### config.mk
export PLATFORM = sky130hd
export DESIGN_NAME = tt_um_brs_cond_decoder
export DESIGN_NICKNAME = d
export VERILOG_FILES = /design/src/rtl/tt_um_brs_cond_decoder.sv
export SDC_FILE = /design/constraint.sdc
export NUM_CORES = 1
export LEC_CHECK = 0
export CORE_AREA = 2 2 70 72
export CTS_BUF_LIST = sky130_fd_sc_hd__clkbuf_4
export CTS_CLUSTER_DIAMETER = 30
export DETAILED_ROUTE_END_ITERATION = 10
export DIE_AREA = 0 0 72 74
export GPL_ROUTABILITY_DRIVEN = 0
export REMOVE_ABC_BUFFERS = 1
export SYNTH_ARGS = -nofsm -noshare
export SYNTH_HDL_FRONTEND = slang
export SYNTH_SLANG_ARGS = --single-unit
### constraint.sdc
create_clock -name clk -period 3.25 [get_ports clk]
set_input_delay 0.65 -clock clk [delete_from_list [all_inputs] [get_ports clk]]
set_output_delay 0.65 -clock clk [all_outputs]
set_load 0.01 [all_outputs]
### src/rtl/tt_um_brs_cond_decoder.sv
// Purpose : recovers byte A from a conditional XOR/AND encoded stream using a stored key,
//           flags malformed/ambiguous bytes and keeps a saturating error count.
// Latency : 1 cycle from accepted byte to out_valid pulse; no backpressure (one byte/cycle max).
// Ports   : ui_in = key or encoded byte; uio_in = {unused[3:0], rd_sel, mode, key_load, in_valid};
//           uo_out = decoded byte (rd_sel=0) or error count (rd_sel=1);
//           uio_out = {keyed, ambiguous, byte_err, out_valid, 4'b0}; uio_oe = 8'hF0.
module tt_um_brs_cond_decoder #(
  parameter int CNT_W = 8
) (
  input  logic       clk,
  input  logic       rst_n,
  input  logic       ena,
  input  logic [7:0] ui_in,
  input  logic [7:0] uio_in,
  output logic [7:0] uo_out,
  output logic [7:0] uio_out,
  output logic [7:0] uio_oe
);

  typedef enum logic {
    S_IDLE  = 1'b0,
    S_KEYED = 1'b1
  } state_t;

  logic in_vld;
  logic key_load;
  logic mode_in;
  logic rd_sel;

  assign in_vld   = uio_in[0];
  assign key_load = uio_in[1];
  assign mode_in  = uio_in[2];
  assign rd_sel   = uio_in[3];

  // Tile enable and the upper bidir inputs carry no meaning for this block.
  logic unused_ok;
  assign unused_ok = &{1'b0, ena, uio_in[7:4]};

  state_t           state_q, state_d;
  logic [7:0]       key_q, key_d;
  logic             mode_q, mode_d;
  logic [7:0]       dec_q, dec_d;
  logic [CNT_W-1:0] err_cnt_q, err_cnt_d;
  logic             out_vld_q, out_vld_d;
  logic             byte_err_q, byte_err_d;
  logic             amb_q, amb_d;

  // Candidate decode of the current byte under the stored key.
  logic [7:0] xor_dat;
  logic [7:0] and_dat;
  logic       xor_err;
  logic       and_err;
  logic       and_amb;

  always_comb begin
    xor_dat = ui_in ^ key_q;
    // Encoder forces A[7]=0 in XOR mode, so a set MSB cannot be genuine.
    xor_err = xor_dat[7];
    // AND mode only happens for A[7]=1; bits where K=0 are lost and read back as 0.
    and_dat = (ui_in & key_q) | 8'h80;
    and_amb = (key_q[6:0] != 7'h7F);
    // Any C bit set where K is clear, or an MSB mismatch, is impossible from a valid encode.
    and_err = ((ui_in & ~key_q) != 8'h00) || (ui_in[7] != key_q[7]);
  end

  logic cnt_inc;

  always_comb begin
    state_d    = state_q;
    key_d      = key_q;
    mode_d     = mode_q;
    dec_d      = dec_q;
    err_cnt_d  = err_cnt_q;
    out_vld_d  = 1'b0;
    byte_err_d = 1'b0;
    amb_d      = 1'b0;
    cnt_inc    = 1'b0;

    if (key_load) begin
      // Key traffic wins over data; these cycles never produce a result.
      if (in_vld) begin
        key_d   = ui_in;
        mode_d  = mode_in;
        state_d = S_KEYED;
      end else begin
        key_d   = 8'h00;
        state_d = S_IDLE;
      end
    end else if (in_vld) begin
      if (state_q == S_IDLE) begin
        // No key to decode with: drop the byte but account for it.
        cnt_inc = 1'b1;
      end else begin
        out_vld_d = 1'b1;
        if (mode_q) begin
          dec_d      = and_dat;
          byte_err_d = and_err;
          amb_d      = and_amb;
        end else begin
          dec_d      = xor_dat;
          byte_err_d = xor_err;
        end
        cnt_inc = byte_err_d;
      end
    end

    if (cnt_inc && (err_cnt_q != {CNT_W{1'b1}})) begin
      err_cnt_d = err_cnt_q + CNT_W'(1);
    end
  end

  always_ff @(posedge clk or negedge rst_n) begin
    if (!rst_n) begin
      state_q    <= S_IDLE;
      key_q      <= 8'h00;
      mode_q     <= 1'b0;
      dec_q      <= 8'h00;
      err_cnt_q  <= '0;
      out_vld_q  <= 1'b0;
      byte_err_q <= 1'b0;
      amb_q      <= 1'b0;
    end else begin
      state_q    <= state_d;
      key_q      <= key_d;
      mode_q     <= mode_d;
      dec_q      <= dec_d;
      err_cnt_q  <= err_cnt_d;
      out_vld_q  <= out_vld_d;
      byte_err_q <= byte_err_d;
      amb_q      <= amb_d;
    end
  end

  // Zero-extend before slicing so any CNT_W yields an 8-bit readback.
  logic [CNT_W+7:0] cnt_ext;
  logic [7:0]       cnt_rd;

  assign cnt_ext = {8'h00, err_cnt_q};
  assign cnt_rd  = cnt_ext[7:0];

  // Readback mux looks only at registered values, so rd_sel never disturbs state.
  assign uo_out  = rd_sel ? cnt_rd : dec_q;
  assign uio_out = {(state_q == S_KEYED), amb_q, byte_err_q, out_vld_q, 4'b0000};
  assign uio_oe  = 8'hF0;

endmodule
==> results of run 1 <==
==> logic make-up after synthesis <==
family                   after synthesis
AO/OA/AOI/OAI                         37
XOR/XNOR                               7
adder cells (fa/ha/maj)               16
buffers and inverters                 34
flip-flops                            29
multiplexers                          10
other                                  2
AND/OR/NAND/NOR                       40
==> worst min-delay path: stages (launching register included) <==
cell and delay, ns:
dfrtp_1 0.36, nand2_1 0.04, o21ai_0 0.06
==> power groups by stage <==
stage	logic [mW]	clock network [mW]	registers, mW
6_report	0.314	0.299	0.519
5_1_grt	0.352	0.323	0.532
4_1_cts	0.319	0.310	0.520
3_5_place_dp	0.317	0	0.527
3_3_place_gp	0.311	0	0.523
2_1_floorplan	0.190	0	0.498
==> area by class of cell <==
| cell class | instances | area, um2 |
|---|---|---|
| clock buffer | 6 | 45.0 |
| inverter | 11 | 41.3 |
| fill | 463 | 2550 |
| clock inverter | 2 | 33.8 |
| multi-input combinational | 122 | 866 |
| tap | 54 | 67.6 |
| timing repair buffer | 27 | 265 |
| sequential | 29 | 726 |
==> flip-flops by register name, indices dropped and copies added, names as in the netlist <==
register,flops
mode_q,1
out_vld_q,1
dec_q,8
state_q,1
byte_err_q,1
key_q,8
amb_q,1
cnt_rd,8
==> worst min path at each step <==
stage | from | endpoint | slack (ns) | cells past startpoint
after floorplan | rst_n | amb_q | 0.35 | 0
after global placement | dec_q[1] | dec_q[1] | 0.46 | 2
after detailed placement | dec_q[0] | dec_q[0] | 0.47 | 2
after CTS | dec_q[0] | dec_q[0] | 0.50 | 2
after global routing | dec_q[0] | dec_q[0] | 0.51 | 2
final | dec_q[0] | dec_q[0] | 0.49 | 2
==> layout by cell type, fill, tap and decap left out, types with 7 or more instances in the layout <==
| cell | instances |
|---|---|
| xnor2_1 | 7 |
| nor2_1 | 8 |
| conb_1 | 12 |
| nand2_1 | 12 |
| a21oi_1 | 8 |
| inv_1 | 11 |
| o21ai_0 | 19 |
| clkdlybuf4s50_1 | 25 |
| mux2_2 | 9 |
| nand3_1 | 11 |
| dfrtp_1 | 29 |
| ha_1 | 16 |
==> metrics by stage <==
step | hold WS, ns | std cells
6_report | 0.493 | 251
5_1_grt | 0.512 | 251
4_1_cts | 0.497 | 251
3_5_place_dp | 0.473 | 243
3_3_place_gp | 0.459 | 243
2_1_floorplan | 0.354 | 162
==> layer usage <==
| metal | part of all wire [%] | global-route usage, % | vias up |
|---|---|---|---|
| met3 | 3.9 | 3.39 | 5 |
| met1 | 48 | 19.7 | 528 |
| met4 | 1.2 | 5.66 | 0 |
| met2 | 46 | 22.6 | 27 |
| li1 | - | - | 619 |
| met5 | 0 | 0 | - |
==> impl_metrics.tcl, run 1 <==
set metrics [dict create \
    clockBufferDepth 2 \
    ioPinCount 43 \
    finalWorstPathRequiredPeriod_ns 2.88 \
    r2r_cells 6 \
    ys_seq_elements 29 \
    cp_slowest_cell "clkdlybuf4s50_1" \
    routed_wl_um 3420 \
    fin_crit_sh_pct 88.7 \
    die_y_um 74 \
    ys_seq_area_share_pct 41.5 \
    dr.first_iter.drc_count 41 \
    post-place-ws_ns 0.359 \
    clock-sinks 29 \
    maxSlewViolCount 0 \
    yosysMostFrequentCell "dfrtp_1" \
    critPathKind "primary input to primary output" \
    drive_above_1_share_pct 12.7 \
    dp_hpwl_um 2510 \
    cp_num_buf_inv 2 \
    place_area_um2 1970 \
    clock_skew_ns 0.00578 \
    rsz0062_at_grt "no" \
    clkLatencyLatePin_ns 0.32 \
    synth.top_cells.by_count "29 x dfrtp_1, 19 x o21ai_0, 17 x buf_4, 16 x ha_1, 12 x nand2_1" \
    synth_top_family_by_area "compound AO/OA/AOI/OAI gates" \
    vias 1179 \
    crit_fanout 8 \
    pwr-share-comb_pct 27.7 \
    switching_share_pct 31.4 \
    pwr_density_cell_nw_per_um2 554 \
    synthAdderAreaFrac_pct 11.4 \
    synth-simple-area-share_pct 12.2 \
    h-tree-depth 2 \
    drc 0 \
    postCtsHoldBufs 0 \
    antenna_found_initial 0 \
    critPathCapture "uo_out[0]" \
    syn2layout_area_growth_pct 16.9 \
    clk_pin_slew_ns 0.10 \
    startpoint_type "primary input" \
    r2r_start "key_q[0]" \
    setup_violations 0 \
    r2r_slack_ns 1.45 \
    critPathMaxStageDelay_ns 0.71 \
    cts_buffers 5 \
    tightest_slew_ns 0.566 \
    cts_tree "yes" \
    core_area_um2 4600 \
    dieArea_um2 5330 \
    power.share.clock_pct 26.5 \
    synth-compound-area-share_pct 13.1 \
    avgSynthCellArea_um2 10.0 \
    synth_cells 175 \
    slew_headroom_pct 62.2 \
    grt_overflow 0 \
    grt_max_degree 30 \
    start_util_pct 38.0 \
    synth_ff_type "dfrtp_1" \
    required_ns 2.60 \
    worst_hold_path_type "flip-flop to flip-flop" \
    cts-root-buf "clkbuf_4" \
    track_usage_pct 14.5 \
    rows 25 \
    cap_viol_max_count 0 \
    p_int_mw 0.776 \
    yosys.area.top_type "dfrtp_1" \
    viasPerCell 4.70 \
    nets 231 \
    synth.area.top_cells "dfrtp_1 41%, ha_1 11%, buf_4 7.3%" \
    syn_area_um2 1750 \
    finalCoreUtilization_pct 44.5 \
    power.total_mw 1.13 \
    p_leak_nw 0.917 \
    path_cells "clkdlybuf4s50_1 -> mux2_2 -> clkdlybuf4s50_1" \
    cts_setup_buffers 0 \
    synth_xor_area_share_pct 3.51 \
    cp.depth 3 \
    n_antenna_cell 0 \
    vdd_drop_max_mv 0.208 \
    synth_warnings 0 \
    crit_family "buffers and inverters" \
    synth_top_area_share_pct 41.5 \
    synth_edf_count 0 \
    cts_resized 0 \
    firstDrtPassIters 4 \
    ant_nets 0 \
    synthArstFlopShare_pct 100 \
    arrival_ns 2.23 \
    tns_ns 0 \
    endpoint_kind "primary output" \
    die_w_um 72 \
    p_seq_share_pct 45.8 \
    worst_r2r_endpoint "cnt_rd[1]" \
    crit_path_start "uio_in[3]" \
    crit_path_frequent_cell "clkdlybuf4s50_1" \
    status "finished clean" \
    io_buffers 25 \
    synth_cell_types 30 \
    p_switching_mw 0.356 \
    final_hold_viol_count 0 \
    synthMuxAreaShare_pct 6.65 \
    grt_pass1_wl_um 5740 \
    stdcell_area_um2 2040 \
    final.setup.worst_slack_ns 0.368 \
    routedWlPerCell_um 13.6 \
    clock.fmax_mhz 347 \
    first_global_vias 1155 \
]
Power figures use the tool's default switching activity.
==> run 2, diff against run 1 <==
ABC_AREA = 1   (was unset)
CORE_AREA = 2 2 72 74   (was 2 2 70 72)
CTS_BUF_LIST = sky130_fd_sc_hd__clkbuf_8   (was sky130_fd_sc_hd__clkbuf_4)
DIE_AREA = 0 0 74 76   (was 0 0 72 74)
==> impl_metrics.tcl, run 2 <==
set metrics [dict create \
    status "finished clean" \
    vdd_drop_max_mv 0.277 \
    vias 1340 \
    stdcell_count 309 \
    r2r_start "key_q[3]" \
    grt_pass1_wl_um 5950 \
    synth_top_area_share_pct 39.0 \
    worst_r2r_endpoint "cnt_rd[2]" \
    power.total_mw 1.08 \
    synth_cell_types 27 \
    synth_warnings 0 \
    n_antenna_cell 0 \
    critPathKind "primary input to primary output" \
    slew_headroom_pct 49.0 \
    syn_area_um2 1860 \
    endpoint_kind "primary output" \
    arrival_ns 2.19 \
    synth.top_cells.by_count "46 x nand2_1, 29 x dfrtp_1, 22 x inv_1, 18 x o21ai_0" \
    p_seq_share_pct 43.2 \
    finalWorstPathRequiredPeriod_ns 2.84 \
    viasPerCell 4.34 \
    io_buffers 25 \
    tightest_slew_ns 0.763 \
    ys_seq_area_share_pct 39.0 \
    dieArea_um2 5620 \
    yosysMostFrequentCell "nand2_1" \
    required_ns 2.60 \
    tns_ns 0 \
    grt_max_degree 30 \
    die_w_um 74 \
    start_util_pct 37.9 \
    synth.area.top_cells "dfrtp_1 39%, ha_1 11%, nand2_1 9.3%" \
    critPathCapture "uo_out[4]" \
    clockBufferDepth 2 \
    h-tree-depth 2 \
    clk_pin_slew_ns 0.07 \
    setup_violations 0 \
    p_leak_nw 1.06 \
    cts_setup_buffers 0 \
    r2r_slack_ns 1.76 \
    final_hold_viol_count 0 \
    synth_edf_count 0 \
    p_int_mw 0.739 \
    cts-root-buf "clkbuf_8" \
    synth_ff_type "dfrtp_1" \
    maxSlewViolCount 0 \
    synth_cells 217 \
    cap_viol_max_count 0 \
    postCtsHoldBufs 0 \
    switching_share_pct 31.5 \
    clock-sinks 29 \
    cts_resized 0 \
    crit_fanout 16 \
    routedWlPerCell_um 11.2 \
    fin_crit_sh_pct 87.4 \
    antenna_found_initial 0 \
    dr.first_iter.drc_count 62 \
    routed_wl_um 3480 \
    dp.cells 301 \
    core_area_um2 4910 \
    cts_tree "yes" \
    fillers 477 \
    pwr_density_cell_nw_per_um2 495 \
    first_global_vias 1272 \
    rsz0062_at_grt "no" \
    drc 0 \
    mostFrequentLayoutCells "46 x nand2_1, 29 x dfrtp_1, 25 x clkdlybuf4s50_1" \
    synthArstFlopShare_pct 100 \
    p_switching_mw 0.341 \
    clock.fmax_mhz 352 \
    die_y_um 76 \
    avgSynthCellArea_um2 8.59 \
    firstDrtPassIters 4 \
    ys_seq_elements 29 \
    rows 26 \
    r2r_cells 11 \
    track_usage_pct 13.6 \
    clkLatencyLatePin_ns 0.28 \
    layout_commonest_cell "nand2_1" \
    ant_nets 0 \
    syn2layout_area_growth_pct 17.1 \
    power.share.clock_pct 30.8 \
    cts_buffers 5 \
    ioPinCount 43 \
    nets 273 \
    dp_hpwl_um 2500 \
    clock_skew_ns 0.00170 \
    startpoint_type "primary input" \
    drive_above_1_share_pct 8.79 \
    yosys.area.top_type "dfrtp_1" \
    worst_hold_path_type "flip-flop to flip-flop" \
    pwr-share-comb_pct 25.9 \
    grt_overflow 0 \
    crit_path_start "uio_in[3]" \
]
-- run 2: metrics by stage --
stage	utilization [%]	instance area [um2]	hold WS, ns	worst slack, ns
6_report	44.4	2180	0.520	0.410
5_1_grt	44.4	2180	0.543	0.238
4_1_cts	44.4	2180	0.522	0.401
3_5_place_dp	42.4	2080	0.504	0.401
3_3_place_gp	42.4	2080	0.498	0.373
2_1_floorplan	-	1740	0.354	1.67
-- run 2: logic make-up (layout without fill, tap and decap cells) --
logic type,Yosys count,after routing,synth area share (%)
other,2,12,0.403
buffers and inverters,48,60,14.5
and+or+nand+nor,81,81,22.4
xor gates and xnor gates,5,5,2.35
adders and majority gates,16,16,10.7
AOI/OAI and AO/OA,36,36,10.6
DFF,29,29,39.0
-- run 2: critical path, stage by stage --
cell	delay (ns)
clkdlybuf4s50_1	0.77
nand2_1	0.09
o21ai_0	0.10
clkdlybuf4s50_1	0.57
-- run 2: how the worst min path moves through the flow --
| stage | from | end | cells past startpoint |
|---|---|---|---|
| 2_1_floorplan | rst_n | amb_q | 0 |
| 3_3_place_gp | dec_q[2] | dec_q[2] | 2 |
| 3_5_place_dp | dec_q[1] | dec_q[1] | 2 |
| 4_1_cts | dec_q[1] | dec_q[1] | 2 |
| 5_1_grt | dec_q[1] | dec_q[1] | 2 |
| 6_report | dec_q[1] | dec_q[1] | 2 |
-- run 2: layout make-up --
class | instances | area, um2 | share of cell area, %
Timing Repair Buffer | 26 | 258 | 11.8
Inverter | 26 | 105 | 4.82
Sequential cell | 29 | 726 | 33.3
Tap cell | 70 | 87.6 | 4.01
Clock buffer | 7 | 96.3 | 4.42
Clock inverter | 1 | 5.00 | 0.229
Multi-Input combinational cell | 150 | 905 | 41.5
-- run 2: layer usage --
layer	wire (um)	vias up	global-route usage, %
met3	151	4	3.57
met4	35	0	3.82
met2	1650	25	21.3
li1	-	711	-
met5	0	-	0
met1	1640	600	18.5
-- run 2: power groups by stage --
stage	logic [mW]	registers, mW	clock network, mW
after floorplan	0.166	0.465	0
after global placement	0.281	0.471	0
after detailed placement	0.283	0.474	0
after CTS	0.285	0.467	0.341
after global routing	0.322	0.476	0.359
final	0.280	0.467	0.333
==> run 3, diff against run 2 <==
CORE_AREA = 5 5 75 77   (was 2 2 72 74)
DIE_AREA = 0 0 80 82   (was 0 0 74 76)
==> impl_metrics.tcl, run 3 (synthesis results as in run 2) <==
set metrics [dict create \
    core_area_um2 4940 \
    clkLatencyLatePin_ns 0.29 \
    start_util_pct 37.7 \
    die_y_um 82 \
    rsz0062_at_grt "no" \
    clock-sinks 29 \
    critPathMaxStageDelay_ns 0.66 \
    fillers 526 \
    startpoint_type "primary input" \
    grt_max_degree 30 \
    clk_pin_slew_ns 0.06 \
    stdcell_area_um2 2160 \
    worst_hold_path_type "flip-flop to flip-flop" \
    n_antenna_cell 0 \
    timing.hold.ws_ns 0.516 \
    crit_fanout 16 \
    grt_pass1_wl_um 6180 \
    worst_r2r_endpoint "cnt_rd[2]" \
    hold_start "dec_q[2]" \
    tightest_slew_ns 0.726 \
    firstDrtPassIters 4 \
    cts_setup_buffers 0 \
    fin_crit_sh_pct 88.1 \
    ioPinCount 43 \
    whs_endpoint "dec_q[2]" \
    seqCellArea_um2 726 \
    cp_num_buf_inv 2 \
    pwr_density_cell_nw_per_um2 479 \
    multi_input_area_um2 905 \
    track_usage_pct 12.6 \
    ant_nets 0 \
    required_ns 2.60 \
    crit_family "buffers and inverters" \
    critPathKind "primary input to primary output" \
    cts_buffers 5 \
    cts_tree "yes" \
    arrival_ns 2.21 \
    r2r_slack_ns 1.75 \
    slew_headroom_pct 51.5 \
    layout_commonest_cell "nand2_1" \
    crit_path_frequent_cell "clkdlybuf4s50_1" \
    viasPerCell 4.44 \
    post-place-ws_ns 0.384 \
    path_cells "clkdlybuf4s50_1 -> o21ai_0 -> clkdlybuf4s50_1" \
    place_area_um2 2080 \
    dr.first_iter.drc_count 37 \
    drc 0 \
    dieArea_um2 6560 \
    clock_skew_ns 0.00607 \
    maxSlewViolCount 0 \
    mostFrequentLayoutCells "46 x nand2_1, 29 x dfrtp_1, 25 x clkdlybuf4s50_1" \
    routedWlPerCell_um 11.9 \
    tns_ns 0 \
    vdd_drop_max_mv 0.205 \
    grt_overflow 0 \
    r2r_cells 11 \
    cp_slowest_cell "clkdlybuf4s50_1" \
    cts-root-buf "clkbuf_8" \
    cap_viol_max_count 0 \
    worstHoldPathCells 2 \
    clockBufferDepth 2 \
    antenna_found_initial 0 \
    h-tree-depth 2 \
    cts_resized 0 \
    io_buffers 25 \
    drive_above_1_share_pct 8.37 \
    syn2layout_area_growth_pct 16.1 \
    p_leak_nw 1.05 \
    nets 273 \
    endpoint_kind "primary output" \
    finalWorstPathRequiredPeriod_ns 2.86 \
    routed_wl_um 3680 \
    postCtsHoldBufs 0 \
    dp_hpwl_um 2640 \
    die_w_um 80 \
    first_global_vias 1301 \
    final.setup.worst_slack_ns 0.386 \
    r2r_start "key_q[3]" \
    clock.fmax_mhz 349 \
    final_hold_viol_count 0 \
    status "finished clean" \
    vias 1371 \
    power.total_mw 1.04 \
    rows 26 \
    setup_violations 0 \
]
## run 3: cell types whose count changed in the layout (fill, tap and decap cells not counted)
cell,change
clkinv_2,+1
inv_1,+1
clkbuf_8,-2
## run 3: where the power goes
group	internal [mW]	leakage [nW]	switching, mW
Clock	0.145	0.0491	0.145
Combinational	0.127	0.630	0.153
Sequential	0.420	0.375	0.0463
## run 3: how the worst max path moves through the flow
stage	start	endpoint	slack, ns	cells past startpoint
floorplan	uio_in[3]	uo_out[0]	1.67	1
global placement	uio_in[3]	uo_out[4]	0.37	3
detailed placement	uio_in[3]	uo_out[4]	0.38	4
CTS	uio_in[3]	uo_out[4]	0.38	4
global route	uio_in[3]	uo_out[4]	0.23	4
finish	uio_in[3]	uo_out[4]	0.39	3
## run 3: stage by stage
step / util [%] / std cells
floorplan: - / 205
global placement: 42.1 / 301
CTS: 43.8 / 309
finish: 43.8 / 309
detailed placement: 42.1 / 301
global route: 43.8 / 309
## run 3: worst reg2reg max path, stage by stage (launching register included)
cell     delay [ns]
dfrtp_1        0.35
inv_1          0.07
ha_1           0.18
nor2_1         0.10
nand2_1        0.07
nor2_1         0.15
nand2_1        0.08
nand2_1        0.10
nand2_4        0.12
nand2_8        0.11
nand2_1        0.05
nand2_1        0.06
## run 3: cell type report
type / instances / share of cell area [%]
Clock buffer: 5 / 3.18
Clock inverter: 3 / 0.636
Inverter: 26 / 4.86
Multi-Input combinational cell: 150 / 41.8
Sequential cell: 29 / 33.5
Tap cell: 70 / 4.05
Timing Repair Buffer: 26 / 11.9
## run 3: layer usage
layer | track usage [%] | vias up | share of wire [%]
met5 | 0 | - | 0
li1 | - | 715 | -
met3 | 4.61 | 5 | 6.1
met4 | 5.07 | 0 | 1.5
met2 | 20.1 | 30 | 48
met1 | 15.4 | 621 | 45
